==> src/rtl/pipe_ctrl_pkg.sv <==
// Shared types and constants for the F/D/E/M/W hazard controller.
// Holds the controller state enum, forwarding select codes and register address width.
package pipe_ctrl_pkg;

    localparam int REG_AW = 4;

    localparam logic [1:0] FWD_RF = 2'b00;
    localparam logic [1:0] FWD_M  = 2'b01;
    localparam logic [1:0] FWD_W  = 2'b10;

    typedef enum logic [1:0] {
        RUN      = 2'd0,
        REDIRECT = 2'd1,
        MEMWAIT  = 2'd2
    } state_e;

endpackage

==> src/rtl/hazard_cmp.sv <==
// Matches one decode source register against the E, M and W destinations.
// Ports: src_add/src_use (decode source), dest_*/we_* (producers), hit_* (per-stage match).
module hazard_cmp
    import pipe_ctrl_pkg::*;
(
    input  logic [REG_AW-1:0] src_add,
    input  logic              src_use,
    input  logic [REG_AW-1:0] dest_e,
    input  logic [REG_AW-1:0] dest_m,
    input  logic [REG_AW-1:0] dest_w,
    input  logic              we_e,
    input  logic              we_m,
    input  logic              we_w,
    output logic              hit_e,
    output logic              hit_m,
    output logic              hit_w
);

    // r0 is compared like any other register.
    assign hit_e = src_use && we_e && (dest_e == src_add);
    assign hit_m = src_use && we_m && (dest_m == src_add);
    assign hit_w = src_use && we_w && (dest_w == src_add);

endmodule

==> src/rtl/pipeline_hazard_ctrl.sv <==
// Hazard/sequencing controller: RAW stalls, branch flush, memory wait, stall counter.
// Ports: clk, reset (async, active-low); decode sources, E/M/W destinations,
//   branch_taken_e, mem_busy, perf_clr in; stallF/D/E, flushD/E, fwdSelA/B,
//   perf_stall_cnt, mem_timeout out. Macro FORWARDING_EN enables M/W forwarding.
module pipeline_hazard_ctrl
    import pipe_ctrl_pkg::*;
#(
    parameter int FLUSH_CYCLES = 1,
    parameter int MEM_TIMEOUT  = 255,
    parameter int CNT_W        = 16
) (
    input  logic              clk,
    input  logic              reset,
    input  logic [REG_AW-1:0] srcAddD1,
    input  logic [REG_AW-1:0] srcAddD2,
    input  logic              srcUseD1,
    input  logic              srcUseD2,
    input  logic [REG_AW-1:0] destAddE,
    input  logic [REG_AW-1:0] destAddM,
    input  logic [REG_AW-1:0] destAddW,
    input  logic              RegWriteE,
    input  logic              RegWriteM,
    input  logic              RegWriteW,
    input  logic              MemToRegE,
    input  logic              branch_taken_e,
    input  logic              mem_busy,
    input  logic              perf_clr,
    output logic              stallF,
    output logic              stallD,
    output logic              stallE,
    output logic              flushD,
    output logic              flushE,
    output logic [1:0]        fwdSelA,
    output logic [1:0]        fwdSelB,
    output logic [CNT_W-1:0]  perf_stall_cnt,
    output logic              mem_timeout
);

    localparam logic [2:0] FL_INIT = 3'(FLUSH_CYCLES - 1);
    localparam logic [7:0] WAIT_MAX = 8'(MEM_TIMEOUT);
    localparam logic [CNT_W-1:0] CNT_MAX = {CNT_W{1'b1}};

    state_e           state_q, state_d;
    logic [2:0]       fl_cnt_q, fl_cnt_d;
    logic [7:0]       wait_cnt_q, wait_cnt_d;
    logic [CNT_W-1:0] cnt_q, cnt_d;
    logic             tmo_q, tmo_d;

    logic hit1_e, hit1_m, hit1_w;
    logic hit2_e, hit2_m, hit2_w;
    logic hz;
    logic [1:0] fwd_a, fwd_b;
    logic stall_f, stall_d, stall_e, flush_d, flush_e;

    hazard_cmp u_cmp1 (
        .src_add (srcAddD1),
        .src_use (srcUseD1),
        .dest_e  (destAddE),
        .dest_m  (destAddM),
        .dest_w  (destAddW),
        .we_e    (RegWriteE),
        .we_m    (RegWriteM),
        .we_w    (RegWriteW),
        .hit_e   (hit1_e),
        .hit_m   (hit1_m),
        .hit_w   (hit1_w)
    );

    hazard_cmp u_cmp2 (
        .src_add (srcAddD2),
        .src_use (srcUseD2),
        .dest_e  (destAddE),
        .dest_m  (destAddM),
        .dest_w  (destAddW),
        .we_e    (RegWriteE),
        .we_m    (RegWriteM),
        .we_w    (RegWriteW),
        .hit_e   (hit2_e),
        .hit_m   (hit2_m),
        .hit_w   (hit2_w)
    );

`ifdef FORWARDING_EN
    // Only a load in E cannot be forwarded in time.
    assign hz = MemToRegE && (hit1_e || hit2_e);
    assign fwd_a = hit1_m ? FWD_M : (hit1_w ? FWD_W : FWD_RF);
    assign fwd_b = hit2_m ? FWD_M : (hit2_w ? FWD_W : FWD_RF);
`else
    // W is write-through, so only E and M producers block decode.
    logic unused_fwd;
    assign hz = hit1_e || hit1_m || hit2_e || hit2_m;
    assign fwd_a = FWD_RF;
    assign fwd_b = FWD_RF;
    assign unused_fwd = ^{hit1_w, hit2_w, MemToRegE};
`endif

    always_comb begin
        state_d    = state_q;
        fl_cnt_d   = fl_cnt_q;
        wait_cnt_d = '0;
        stall_f    = 1'b0;
        stall_d    = 1'b0;
        stall_e    = 1'b0;
        flush_d    = 1'b0;
        flush_e    = 1'b0;
        unique case (state_q)
            RUN: begin
                if (mem_busy) begin
                    stall_f    = 1'b1;
                    stall_d    = 1'b1;
                    stall_e    = 1'b1;
                    state_d    = MEMWAIT;
                    wait_cnt_d = 8'd1;
                end else if (branch_taken_e) begin
                    // Any hazard this cycle is on the wrong path.
                    flush_d = 1'b1;
                    flush_e = 1'b1;
                    if (FLUSH_CYCLES > 1) begin
                        state_d  = REDIRECT;
                        fl_cnt_d = FL_INIT;
                    end
                end else if (hz) begin
                    stall_f = 1'b1;
                    stall_d = 1'b1;
                    flush_e = 1'b1;
                end
            end
            REDIRECT: begin
                flush_d = 1'b1;
                flush_e = 1'b1;
                if (mem_busy) begin
                    stall_f = 1'b1;
                end else begin
                    fl_cnt_d = fl_cnt_q - 3'd1;
                    if (fl_cnt_q == 3'd1) begin
                        state_d = RUN;
                    end
                end
            end
            MEMWAIT: begin
                if (mem_busy) begin
                    stall_f = 1'b1;
                    stall_d = 1'b1;
                    stall_e = 1'b1;
                    wait_cnt_d = (wait_cnt_q == WAIT_MAX) ? WAIT_MAX
                                                          : wait_cnt_q + 8'd1;
                end else begin
                    // Release cycle behaves like RUN but never enters REDIRECT.
                    state_d = RUN;
                    if (branch_taken_e) begin
                        flush_d = 1'b1;
                        flush_e = 1'b1;
                    end else if (hz) begin
                        stall_f = 1'b1;
                        stall_d = 1'b1;
                        flush_e = 1'b1;
                    end
                end
            end
            default: state_d = RUN;
        endcase
    end

    always_comb begin
        cnt_d = cnt_q;
        tmo_d = tmo_q;
        if (perf_clr) begin
            cnt_d = '0;
            tmo_d = 1'b0;
        end else begin
            if (stall_f && (cnt_q != CNT_MAX)) begin
                cnt_d = cnt_q + CNT_W'(1);
            end
            // wait_cnt_d is nonzero only while mem_busy holds the pipe.
            if (wait_cnt_d == WAIT_MAX) begin
                tmo_d = 1'b1;
            end
        end
    end

    always_ff @(posedge clk or negedge reset) begin
        if (!reset) begin
            state_q    <= RUN;
            fl_cnt_q   <= '0;
            wait_cnt_q <= '0;
            cnt_q      <= '0;
            tmo_q      <= 1'b0;
        end else begin
            state_q    <= state_d;
            fl_cnt_q   <= fl_cnt_d;
            wait_cnt_q <= wait_cnt_d;
            cnt_q      <= cnt_d;
            tmo_q      <= tmo_d;
        end
    end

    // Control outputs are forced low while reset is asserted.
    assign stallF  = reset & stall_f;
    assign stallD  = reset & stall_d;
    assign stallE  = reset & stall_e;
    assign flushD  = reset & flush_d;
    assign flushE  = reset & flush_e;
    assign fwdSelA = reset ? fwd_a : FWD_RF;
    assign fwdSelB = reset ? fwd_b : FWD_RF;
    assign perf_stall_cnt = cnt_q;
    assign mem_timeout    = tmo_q;

endmodule

==> config.mk <==
export PLATFORM = sky130hd
export DESIGN_NAME = pipeline_hazard_ctrl
export DESIGN_NICKNAME = d
export VERILOG_FILES = /design/src/rtl/pipe_ctrl_pkg.sv /design/src/rtl/hazard_cmp.sv /design/src/rtl/pipeline_hazard_ctrl.sv
export SDC_FILE = /design/constraint.sdc
export NUM_CORES = 1
export LEC_CHECK = 0
export CORE_AREA = 5 5 68 70
export DETAILED_ROUTE_END_ITERATION = 8
export DIE_AREA = 0 0 73 75
export GPL_TIMING_DRIVEN = 0
export PLACE_DENSITY = 0.84
export RECOVER_POWER = 25
export SLEW_MARGIN = 10
export SYNTH_ARGS = -nofsm -noshare
export SYNTH_HDL_FRONTEND = slang
export SYNTH_SLANG_ARGS = --single-unit
==> constraint.sdc <==
create_clock -name clk -period 6.5 [get_ports clk]
set_input_delay 0.975 -clock clk [delete_from_list [all_inputs] [get_ports clk]]
set_output_delay 0.975 -clock clk [all_outputs]
set_load 0.05 [all_outputs]
==> results.tsv <==
stage	metric	value	unit
outcome	outcome	finished, violations left	
outcome	violations	max-capacitance violations, max-slew violations	
power_and_ir_drop	switchingPower	103	uW
power_and_ir_drop	swShare	0.268	
power_and_ir_drop	finalPower	383	uW
min_path	worstHoldStart	state_q[1]	
layout	fin_nets	306	
worst_setup_path	reg2reg_slack	4210	ps
die	fp-row-count	23	
min_path	hold_depth	1	
layout	antenna_cells	0	
routing	wire_per_inst	14.7	um
die	fp.dieArea	5480	um2
sta	worst_pin_slew	1550	ps
cts	postCtsSetupRepairBufs	0	
routing	drc	0	
yosys	ys_ff_latch	26	
yosys	synth_top_cell_by_area	dfrtp_1	
die	die_y	75	um
cts	clock_latency	280	ps
global_route	grt_first_pass_wirelength	7.93	mm
layout	drive_gt1_frac	0.121	
routing	routed_via_density	5.57	
global_route	grt_max_degree	31	
routing	drt_iter0_drc	90	
routing	vias	1793	
worst_setup_path	r2r_cells	7	
yosys	ys_seq_area_frac	0.334	
sta	post-route-min-period	4880	ps
place	dpl_worst_slack	1600	ps
worst_setup_path	cp-end-kind	output pin	
yosys	synth_cells	219	
job	maxCapViolCount	1	
power_and_ir_drop	power.internal	281	uW
cts	path_clk_slew	90	ps
yosys	yosys-top-cells-count	dfrtp_1, nor2_1, nor2b_1	
min_path	hp-class	flop to flop	
die	core_area	3910	um2
routing	drtAntennaViolNets	0	
worst_setup_path	r2r_start	perf_stall_cnt[7]	
sta	drv_slew	31	
sta	slew_headroom	-0.0336	
cts	hold_buffers	0	
cts	cts_made_buffers	3	
yosys	synth_top_cell_area_share	0.334	
power_and_ir_drop	pwr-share-clk	0.358	
layout	area_growth	30.8	%
power_and_ir_drop	combPwrFrac	0.206	
power_and_ir_drop	leakagePower	1.06	nW
power_and_ir_drop	p_seq_frac	0.435	
cts	clock-sinks	26	
global_route	grt_antenna_before_repair	0	
place	routabilityCongestion	0.884	
die	die_w	73	um
min_path	hold_end	wait_cnt_q[0]	
yosys	yosysWarnings	0	
sta	max_freq	0.205	GHz
global_route	grt_usage	0.184	
routing	drtPass1Iterations	4	
worst_setup_path	start_kind	input pin	
sta	fin_tns_setup	0	ps
yosys	netlist_area	1950	um2
yosys	async_reset_ff_frac	1.00	
power_and_ir_drop	powerDensity	151	nW/um2
yosys	ys_types	50	
place	hpwl	3.64	mm
die	io-pin-count	57	
sta	finalCritPeriodShare	0.750	
global_route	first_global_vias	1676	
global_route	grt_overflow_total	0	
place	io_buffer_count	46	
power_and_ir_drop	vdd_drop_max	0.139	mV
sta	fin_skew	2.29	ps
cts	cts_tree	yes	
cts	clockRootBuffer	clkbuf_8	
yosys	synth-edff-count	0	
cts	cts_buffer_depth	2	
sta	timing.final.hold_violations	0	
worst_setup_path	crit_arrival	3900	ps
sta	grt_setup_unrepaired	false	
cts	cts_resized	0	
worst_setup_path	timing.rr.end	perf_stall_cnt[4]	
cts	h-tree-depth	1	
sta	fin_ws	1620	ps
worst_setup_path	critPathRequiredTime	5520	ps
die	initial_core_util	0.497	
sta	setup_violations	0	
layout	fillers	339	
routing	drt-total-wl	4.72	mm
worst_setup_path	path_max_fanout	10	
yosys	yosys-top-cells-area	dfrtp_1, xor2_1, mux2_2	
yosys	yosysMostFrequentCell	dfrtp_1	
worst_setup_path	worstSetupPathType	input pin to output pin	
yosys	synthFlopType	dfrtp_1	
yosys	postSynthAreaPerCell	8.88	um2
## power by group through the flow
stage / Sequential (mW) / Combinational (mW) / Clock, mW
3_3_place_gp: 0.170 / 0.0781 / 0
3_5_place_dp: 0.170 / 0.0792 / 0
4_1_cts: 0.167 / 0.0797 / 0.139
5_1_grt: 0.168 / 0.0857 / 0.148
6_report: 0.167 / 0.0791 / 0.137
2_1_floorplan: 0.175 / 0.0402 / 0
## logic make-up after synthesis
logic type,count (synthesis),share of synthesized area
flip-flops,26,0.334
adder cells (fa/ha/maj),2,0.0129
AO/OA/AOI/OAI,38,0.152
buffers and inverters,22,0.0604
multiplexers,15,0.0855
AND/OR/NAND/NOR,100,0.286
XOR/XNOR,15,0.0675
other,1,0.00193
## cell type report
| type | count | area (um2) | share of cell area |
|---|---|---|---|
| multi-input cells | 174 | 1190 | 0.467 |
| flip-flops and latches | 26 | 651 | 0.256 |
| inverters | 8 | 30.0 | 0.0118 |
| clock buffers | 3 | 41.3 | 0.0162 |
| plain buffers | 14 | 87.6 | 0.0344 |
| repair buffers | 46 | 454 | 0.178 |
| clock inverters | 1 | 30.0 | 0.0118 |
| well taps | 50 | 62.6 | 0.0246 |
## through the flow
| stage | instances | area (um2) | hold WS (ps) | utilization |
|---|---|---|---|---|
| final | 322 | 2540 | 507 | 0.650 |
| after global routing | 322 | 2540 | 531 | 0.650 |
| after CTS | 322 | 2550 | 505 | 0.651 |
| after detailed placement | 318 | 2470 | 491 | 0.632 |
| after global placement | 318 | 2480 | 481 | 0.634 |
| after floorplan | 222 | 1960 | 465 | - |
## placed cells by master (no fill, tap or decap), drive strengths merged, types with 10 or more instances in the layout
cell / instances
clkdlybuf4s50: 45
nand2: 12
a21oi: 10
dfrtp: 26
nand4: 11
nand3: 10
nor2b: 13
mux2: 13
xor2: 11
nor2: 19
## critical path, stage by stage
cell,delay [ps]
clkdlybuf4s50_1,510
inv_1,70
a221o_1,300
or4_4,420
a41o_1,290
buf_6,170
a21boi_0,230
buf_4,150
clkdlybuf4s50_1,790
## worst max-delay path by stage
stage / start / end / slack (ps) / depth (start not counted)
floorplan: srcAddD2[0] / stallF / 1800 / 7
global placement: destAddE[1] / stallF / 1630 / 9
detailed placement: destAddE[1] / stallF / 1600 / 9
CTS: destAddE[1] / stallF / 1600 / 9
global route: destAddE[1] / stallF / 1440 / 9
finish: destAddE[1] / stallF / 1620 / 9
## metal layers
metal / global-route usage / vias up / share of wire
met3: 0.0401 / 3 / 0.046
met5: 0 / - / 0
met2: 0.299 / 41 / 0.49
met4: 0.0266 / 0 / 0.0017
met1: 0.258 / 851 / 0.46
li1: - / 898 / -
## registers in the layout, summed over array words and instances, names as in the netlist
signal	count
perf_stall_cnt	16
state_q	1
mem_timeout	1
wait_cnt_q	8
(Power assumes the default switching activity.)
